===== config.mk =====
export PLATFORM = sky130hd
export DESIGN_NAME = dma_mc_engine
export DESIGN_NICKNAME = d
export VERILOG_FILES = /design/src/rtl/dma_mc_engine.sv
export SDC_FILE = /design/constraint.sdc
export NUM_CORES = 1
export LEC_CHECK = 0
export ABC_AREA = 1
export BUFFER_PORTS_ARGS = -buffer_cell sky130_fd_sc_hd__buf_2
export CORE_MARGIN = 1.5
export CORE_UTILIZATION = 57
export CTS_CLUSTER_SIZE = 20
export DETAILED_ROUTE_END_ITERATION = 10
export HOLD_SLACK_MARGIN = 0.02
export PLACE_DENSITY = 0.8
export RECOVER_POWER = 100
export SKIP_CTS_REPAIR_TIMING = 1
export SLEW_MARGIN = 5
export SYNTH_ARGS = -nofsm -noshare
export SYNTH_HDL_FRONTEND = slang
export SYNTH_SLANG_ARGS = --single-unit
export TNS_END_PERCENT = 1

===== constraint.sdc =====
create_clock -name clk -period 2.27 [get_ports clk]
set_clock_uncertainty 0.05 [all_clocks]
set_input_delay 0.227 -clock clk [delete_from_list [all_inputs] [get_ports clk]]
set_output_delay 0.227 -clock clk [all_outputs]
set_load 0.03 [all_outputs]

===== src/rtl/dma_mc_engine.sv =====
// dma_mc_engine: multi-channel mem-to-mem DMA, round-robin per element, CPU-priority SRAM port
// Ports: clk/reset (async active-low); cpu_req; cfg_we/cfg_ch/cfg_src/cfg_dst/cfg_cnt/cfg_src_inc/cfg_dst_inc;
//   start/abort; poll_ch -> poll_cnt; ch_busy/ch_done/cfg_err status; sram_ADDR/DI/EN/WE out, sram_DO in.
module dma_mc_engine #(
  parameter int NUM_CH = 2,
  parameter int ADDR_W = 16,
  parameter int DATA_W = 32,
  parameter int CNT_W  = 16,
  localparam int CH_W  = (NUM_CH > 1) ? $clog2(NUM_CH) : 1
) (
  input  logic              clk,
  input  logic              reset,
  input  logic              cpu_req,
  input  logic              cfg_we,
  input  logic [CH_W-1:0]   cfg_ch,
  input  logic [ADDR_W-1:0] cfg_src,
  input  logic [ADDR_W-1:0] cfg_dst,
  input  logic [CNT_W-1:0]  cfg_cnt,
  input  logic              cfg_src_inc,
  input  logic              cfg_dst_inc,
  input  logic              start,
  input  logic              abort,
  input  logic [CH_W-1:0]   poll_ch,
  output logic [CNT_W-1:0]  poll_cnt,
  output logic [NUM_CH-1:0] ch_busy,
  output logic [NUM_CH-1:0] ch_done,
  output logic              cfg_err,
  output logic [ADDR_W-1:0] sram_ADDR,
  output logic [DATA_W-1:0] sram_DI,
  output logic              sram_EN,
  output logic              sram_WE,
  input  logic [DATA_W-1:0] sram_DO
);
  typedef enum logic [1:0] {IDLE, RD, SMP, WR} state_t;
  state_t r_state, w_state_nxt;
  logic [ADDR_W-1:0] r_src [NUM_CH];
  logic [ADDR_W-1:0] r_dst [NUM_CH];
  logic [CNT_W-1:0]  r_cnt [NUM_CH];
  logic [NUM_CH-1:0] r_sinc, r_dinc, r_busy, r_done;
  logic [NUM_CH-1:0] w_ld, w_start, w_zero, w_abt, w_fin, w_clr, w_done, w_avail;
  logic [CH_W-1:0]   r_act, r_rr, w_sel;
  logic [DATA_W-1:0] r_data, r_di;
  logic [ADDR_W-1:0] r_addr, w_addr;
  logic              r_err, r_stop, w_grant, w_act_abort, w_any, w_load_act;
  assign w_grant     = r_state == WR && !cpu_req;
  assign w_act_abort = abort && cfg_ch == r_act && r_state != IDLE;
  always_comb begin
    w_ld = '0;
    w_start = '0;
    w_zero = '0;
    w_abt = '0;
    w_fin = '0;
    w_clr = '0;
    w_done = '0;
    for (int c = 0; c < NUM_CH; c++) begin
      w_abt[c]   = abort && cfg_ch == CH_W'(c);
      w_ld[c]    = cfg_we && cfg_ch == CH_W'(c) && !r_busy[c];
      w_start[c] = start && cfg_ch == CH_W'(c) && !r_busy[c] && !w_abt[c];
      w_zero[c]  = (w_ld[c] ? cfg_cnt : r_cnt[c]) == '0;
      // active channel stops at its grant on last element or pending/same-cycle abort
      w_fin[c]   = w_grant && r_act == CH_W'(c) && (r_cnt[c] == CNT_W'(1) || r_stop || w_abt[c]);
      w_clr[c]   = w_fin[c] || (w_abt[c] && !(r_state != IDLE && r_act == CH_W'(c)));
      w_done[c]  = (w_fin[c] && r_cnt[c] == CNT_W'(1) && !r_stop && !w_abt[c]) || (w_start[c] && w_zero[c]);
    end
  end
  assign w_avail = r_busy & ~w_clr;
  assign w_any   = |w_avail;
  // r_rr is the first index searched; lowest offset from it wins
  always_comb begin
    w_sel = r_rr;
    for (int i = NUM_CH - 1; i >= 0; i--)
      if (w_avail[(int'(r_rr) + i) % NUM_CH]) w_sel = CH_W'((int'(r_rr) + i) % NUM_CH);
  end
  assign w_load_act = (r_state == IDLE || w_grant) && w_any;
  always_comb begin
    w_state_nxt = r_state;
    unique case (r_state)
      IDLE:    w_state_nxt = w_any ? RD : IDLE;
      RD:      w_state_nxt = cpu_req ? RD : SMP;
      SMP:     w_state_nxt = WR;
      default: w_state_nxt = cpu_req ? WR : w_any ? RD : IDLE;
    endcase
  end
  always_ff @(posedge clk or negedge reset)
    if (!reset) r_state <= IDLE;
    else r_state <= w_state_nxt;
  assign w_addr    = r_state == WR ? r_dst[r_act] : r_src[r_act];
  assign sram_EN   = (r_state == RD || r_state == WR) && !cpu_req;
  assign sram_WE   = w_grant;
  assign sram_ADDR = sram_EN ? w_addr : r_addr;
  assign sram_DI   = sram_WE ? r_data : r_di;
  assign poll_cnt  = r_cnt[poll_ch];
  assign ch_busy   = r_busy;
  assign ch_done   = r_done;
  assign cfg_err   = r_err;
  always_ff @(posedge clk or negedge reset) begin
    if (!reset) begin
      for (int c = 0; c < NUM_CH; c++) begin
        r_src[c] <= '0;
        r_dst[c] <= '0;
        r_cnt[c] <= '0;
      end
      r_sinc <= '0;
      r_dinc <= '0;
      r_busy <= '0;
      r_done <= '0;
      r_err  <= 1'b0;
      r_stop <= 1'b0;
      r_act  <= '0;
      r_rr   <= '0;
      r_data <= '0;
      r_addr <= '0;
      r_di   <= '0;
    end else begin
      for (int c = 0; c < NUM_CH; c++) begin
        if (w_ld[c]) begin
          r_src[c]  <= cfg_src;
          r_dst[c]  <= cfg_dst;
          r_cnt[c]  <= cfg_cnt;
          r_sinc[c] <= cfg_src_inc;
          r_dinc[c] <= cfg_dst_inc;
        end else if (w_grant && r_act == CH_W'(c)) begin
          r_src[c] <= r_src[c] + ADDR_W'(r_sinc[c]);
          r_dst[c] <= r_dst[c] + ADDR_W'(r_dinc[c]);
          r_cnt[c] <= r_cnt[c] - CNT_W'(1);
        end
      end
      r_busy <= w_avail | (w_start & ~w_zero);
      r_done <= w_done;
      r_err  <= (cfg_we || start) && r_busy[cfg_ch];
      r_stop <= !w_grant && (r_stop || w_act_abort);
      if (w_load_act) begin
        r_act <= w_sel;
        r_rr  <= w_sel == CH_W'(NUM_CH - 1) ? '0 : w_sel + 1'b1;
      end
      if (r_state == SMP) r_data <= sram_DO;
      if (sram_EN) r_addr <= w_addr;
      if (sram_WE) r_di <= r_data;
    end
  end
endmodule

-- Word level (Yosys, flattened, before mapping)
Cells that the tools add are included.
- equal/unequal tests: 6
- bitwise gates (word level): 10
- muxes and demuxes: 40
- reduce and logical (&&, ||, !) cells: 63
- magnitude comparators: 5
- $add $sub $neg: 8
- operator list (operator ; number):
    $mux W16 ; 25
    $add A16 B1 Y16 ; 4
    $logic_and A1 B1 Y1 ; 35
    $eq A16 B1 Y1 const B ; 2
    $logic_not A16 Y1 ; 2
    $mux W32 ; 1
    $sub A16 B1 Y16 const B ; 2
    $logic_or A1 B1 Y1 ; 12
    $mux W1 ; 11
    $logic_not A1 Y1 ; 9
    $pmux W2 S3 ; 1
    $reduce_bool A2 Y1 ; 3
    $and A2 B2 Y2 ; 2
    $eq A2 B2 Y1 const B ; 2
    $ge A2 B2 Y1 const B ; 2
    $lt A1 B2 Y1 const B ; 2
    $mux W2 ; 2
    $not A1 Y2 ; 2
    $not A2 Y2 ; 2
    $lt A2 B3 Y1 const B ; 1
    $add A1 B1 Y1 const B ; 2
    $eq A2 B1 Y1 const B ; 1
    $logic_not A2 Y1 ; 1
    $not A1 Y1 ; 2
    4 further kinds ; 4
- bits in registers: 190
- logic and storage cells: 152
- output and inout bits: 71
- input bits: 90

-- Depth between registers and ports, before layout
- depth after elaboration: 14
- depth in mapped cells: 13
- depth with buffers taken out: 13

-- Worst setup path before layout
OpenSTA, ideal clock, no wires.
- path type: reg2out
- start point: register r_state[1]
- end point: output port sram_ADDR[14]
- setup slack: 277 ps
- cell stages (with the launch flop): 9
- arrival: 1716 ps
- required time: 1993 ps
- path buffers: 3
- path through: dfrtp_1 buf_2 nand2_1 buf_2 inv_1 buf_2 a21oi_1 o21ai_0 a31oi_1
- longest elaborated chain between the ends: 4
- elaborated cells between the ends (all ways): 6
- classes of those cells: eq/ne (2); mux (2); reduce/logical (2)
- RTL lines (item ; RTL line ; source):
    from (decl) ; 35 ; state_t r_state, w_state_nxt;
    from (signal assigned) ; 86 ; else r_state <= w_state_nxt;
    $eq A2 B1 Y1 or $eq A2 B2 Y1 (tied branches) ; 88, 87 ;
    $logic_or A1 B1 Y1 ; 88 ; assign sram_EN = (r_state == RD || r_state == WR) && !cpu_req;
    $logic_and A1 B1 Y1 ; 88 ;
    $mux W16 (*) ; 90 ; assign sram_ADDR = sram_EN ? w_addr : r_addr;
    to (decl) ; 28 ; output logic [ADDR_W-1:0] sram_ADDR,
Every way passes the cells marked *; elsewhere a longest branch is shown, timed or not.

-- Worst setup path after layout
- start point: register r_state[1]
- end point: output port sram_ADDR[9]
Same word-level chain as after synthesis.

==> results.py <==
metrics = {
    "outcome": {
        "status": "finished with violations",
        "violations": "setup timing",
    },
    "global_route": {
        "grt_usage_pct": 31.7,
        "grt_overflow": 0,
        "antenna_found_initial": 0,
        "top_usage_layer": "met2",
        "met3_usage_pct": 6.94,
        "grt_pass1_vias": 9729,
        "grt_pass1_wl_microns": 48600,
        "gr-usage-met1_pct": 42.9,
        "grt_max_degree": 74,
        "grt.met2_usage_pct": 50.0,
    },
    "clock_network": {
        "cts_tree": "done",
        "cts_max_path_buffers": 2,
        "cts_buffers": 17,
        "worstSkewPairLatency_ns": 0.44,
        "cts_sinks": 190,
        "htree_levels": 4,
        "root_buffer": "clkbuf_16",
        "clk_pin_slew_ns": 0.07,
    },
    "sta": {
        "fin_crit_sh_pct": 102,
        "whs_ns": 0.0102,
        "relSlewSlack_pct": 25.8,
        "post-route-min-period_ns": 2.31,
        "final_max_slew_viol_count": 0,
        "worstMarginPinSlew_ns": 1.11,
        "finalHoldViolCount": 0,
        "timing.fmax_mhz": 432,
        "finalSetupViolations": 2,
        "rsz0062_at_grt": "yes",
        "setup_slack_ns": -0.0434,
    },
    "synth": {
        "synthSimpleGateAreaFrac_pct": 25.6,
        "avgSynthCellArea_sq_um": 7.76,
        "synth-xor-area-share_pct": 2.92,
        "synthesis.area_sq_um": 10500,
        "seq_area_frac_synth_pct": 45.3,
        "synth.mux.area_fraction_pct": 3.43,
        "yosys.area_share.adder_pct": 1.43,
        "synth-seq-cells": 190,
        "synth_top_family_by_area": "simple AND/OR/NAND/NOR gates",
        "yosys.cell_types.count": 35,
        "synth_nets": 1455,
        "synth_compound_gate_area_share_pct": 13.7,
        "synthCells": 1353,
        "yosys_warnings": 0,
    },
    "floorplan": {
        "dieArea_sq_um": 19200,
        "die_h_microns": 139,
        "row_count": 49,
        "io_pins": 161,
        "start_util_pct": 58.3,
        "die_width_microns": 139,
        "coreArea_sq_um": 18000,
    },
    "placement": {
        "hpwlAfterDp_microns": 21700,
        "port_buffers": 160,
        "pre_cts_slack_ns": 0.0801,
        "place.gp.congestion": 0.956,
    },
    "setup_path": {
        "r2r_end": "ch_busy[0]",
        "r2r_cells": 11,
        "startpoint": "r_state[1]",
        "crit_type": "flop to output pin",
        "endpoint": "sram_ADDR[9]",
        "reg2reg_slack_ns": 0.13,
        "regToRegStartpoint": "ch_busy[0]",
        "start_kind": "flop",
        "crit_required_ns": 1.99,
        "worstPathArrival_ns": 2.04,
        "cp-end-kind": "output pin",
        "cp_max_fo": 16,
    },
    "pwr": {
        "powerDensity_nw_per_um2": 1420,
        "p_leak_nw": 6.27,
        "ir_drop_uv": 931,
    },
    "final_layout": {
        "post_route_cells_drive_above_1_share_pct": 19.2,
        "area_delta_synth_final_pct": 22.2,
        "n_antenna_cell": 0,
        "layout.cells.most_common": "nand2_1",
        "nets": 1665,
        "layout_common_cells": "nand2_1 (386), dfrtp_1 (187), buf_2 (146), inv_1 (126), nor2_1 (119)",
    },
    "routing": {
        "wire_per_inst_microns": 18.0,
        "first_pass_iters": 6,
        "drc": 0,
        "ant_nets": 0,
        "vias_per_cell": 5.84,
        "via_count": 10500,
        "drtIter0Drc": 1204,
        "wl_microns": 32500,
    },
    "run": {
        "drv_cap": 0,
    },
    "worst_hold_path": {
        "hp-class": "primary input to flop",
    },
}
critical path: stages, from the launching register on:
cell     delay, ns
dfrtp_2       0.45
nand2_4       0.10
buf_4         0.21
a21oi_1       0.14
o21ai_0       0.13
a31oi_1       0.32
buf_4         0.22
report_power, final:
part / total (mW) / switching, mW / internal (mW)
logic: 8.88 / 5.78 / 3.10
registers: 6.34 / 1.37 / 4.98
clock network: 2.95 / 1.49 / 1.47
synth_stat cells:
| cell | instances | area (sq um) |
|---|---|---|
| a21o_1 | 3 | 22.5 |
| a21oi_1 | 47 | 235 |
| a31o_1 | 1 | 8.76 |
| a31o_2 | 3 | 26.3 |
| a31oi_1 | 21 | 131 |
| buf_1 | 2 | 7.51 |
| buf_2 | 33 | 165 |
| buf_6 | 4 | 45.0 |
| clkbuf_1 | 18 | 67.6 |
| dfrtp_1 | 190 | 4750 |
| ha_1 | 12 | 150 |
| inv_1 | 127 | 477 |
| inv_2 | 9 | 33.8 |
| mux2_2 | 32 | 360 |
| nand2_1 | 387 | 1450 |
| nand2_2 | 3 | 18.8 |
| nand2_4 | 1 | 11.3 |
| nand3_1 | 87 | 435 |
| nand3_4 | 1 | 17.5 |
| nand3b_1 | 3 | 22.5 |
| nand4_1 | 21 | 131 |
| nand4_2 | 1 | 12.5 |
| nor2_1 | 122 | 458 |
| nor2_2 | 1 | 6.26 |
| nor2_4 | 2 | 22.5 |
| nor3_1 | 18 | 90.1 |
| o211ai_1 | 19 | 143 |
| o21ai_0 | 96 | 480 |
| o21ai_1 | 6 | 30.0 |
| o21bai_1 | 7 | 52.6 |
| o221ai_1 | 28 | 245 |
| o22ai_1 | 11 | 68.8 |
| or2_2 | 2 | 12.5 |
| xnor2_1 | 8 | 70.1 |
| xor2_1 | 27 | 236 |
sequential cells by signal (all words and copies together) (netlist names):
signal,count
r_data,32
r_dinc,2
r_cnt,32
ch_done,2
r_addr,16
r_dst,32
r_sinc,2
r_src,32
cfg_err,1
ch_busy,2
r_di,32
r_act,1
r_stop,1
r_state,2
r_rr,1
layer usage:
metal | share of wire, % | vias to the layer above
met5 | 0 | -
met4 | 2.9 | 0
met3 | 9.0 | 87
met2 | 47 | 583
met1 | 41 | 4966
li1 | - | 4900
worst min-delay path by stage:
stage	startpoint	endpoint	cells after the start	slack [ns]
3_5_place_dp	reset	r_src[28]	1	0.14
3_3_place_gp	reset	r_src[29]	1	0.14
4_1_cts	reset	r_src[20]	1	-0.33
2_1_floorplan	reset	cfg_err	0	-0.12
6_report	cfg_dst[4]	r_dst[20]	3	0.01
5_1_grt	cfg_src[8]	r_src[24]	3	0.02
metrics by stage:
| step | TNS, ns | utilization (%) | instances | area (sq um) | total power, mW |
|---|---|---|---|---|---|
| after CTS | -1.80 | 67.5 | 1748 | 12200 | 17.4 |
| final | -0.0504 | 71.2 | 1804 | 12800 | 18.2 |
| after global placement | 0 | 64.3 | 1717 | 11600 | 14.1 |
| after floorplan | 0 | - | 1353 | 10500 | 11.9 |
| after global routing | -1.01 | 71.2 | 1804 | 12800 | 19.3 |
| after detailed placement | 0 | 64.3 | 1717 | 11600 | 14.4 |
layout make-up:
cell class                      count  area, sq um
Multi-Input combinational cell    970         5050
Tap cell                          229          287
Clock buffer                       17          425
Clock inverter                     14          144
Fill cell                        1399         5190
Timing Repair Buffer              248         1660
Sequential cell                   190         4760
Inverter                          136          517
kinds of logic after synthesis:
logic type | Yosys count
buffers and inverters | 193
muxes | 32
xor gates and xnor gates | 35
adders and majority gates | 12
DFF | 190
AOI/OAI and AO/OA | 242
and+or+nand+nor | 649
(Power assumes the default switching activity.)
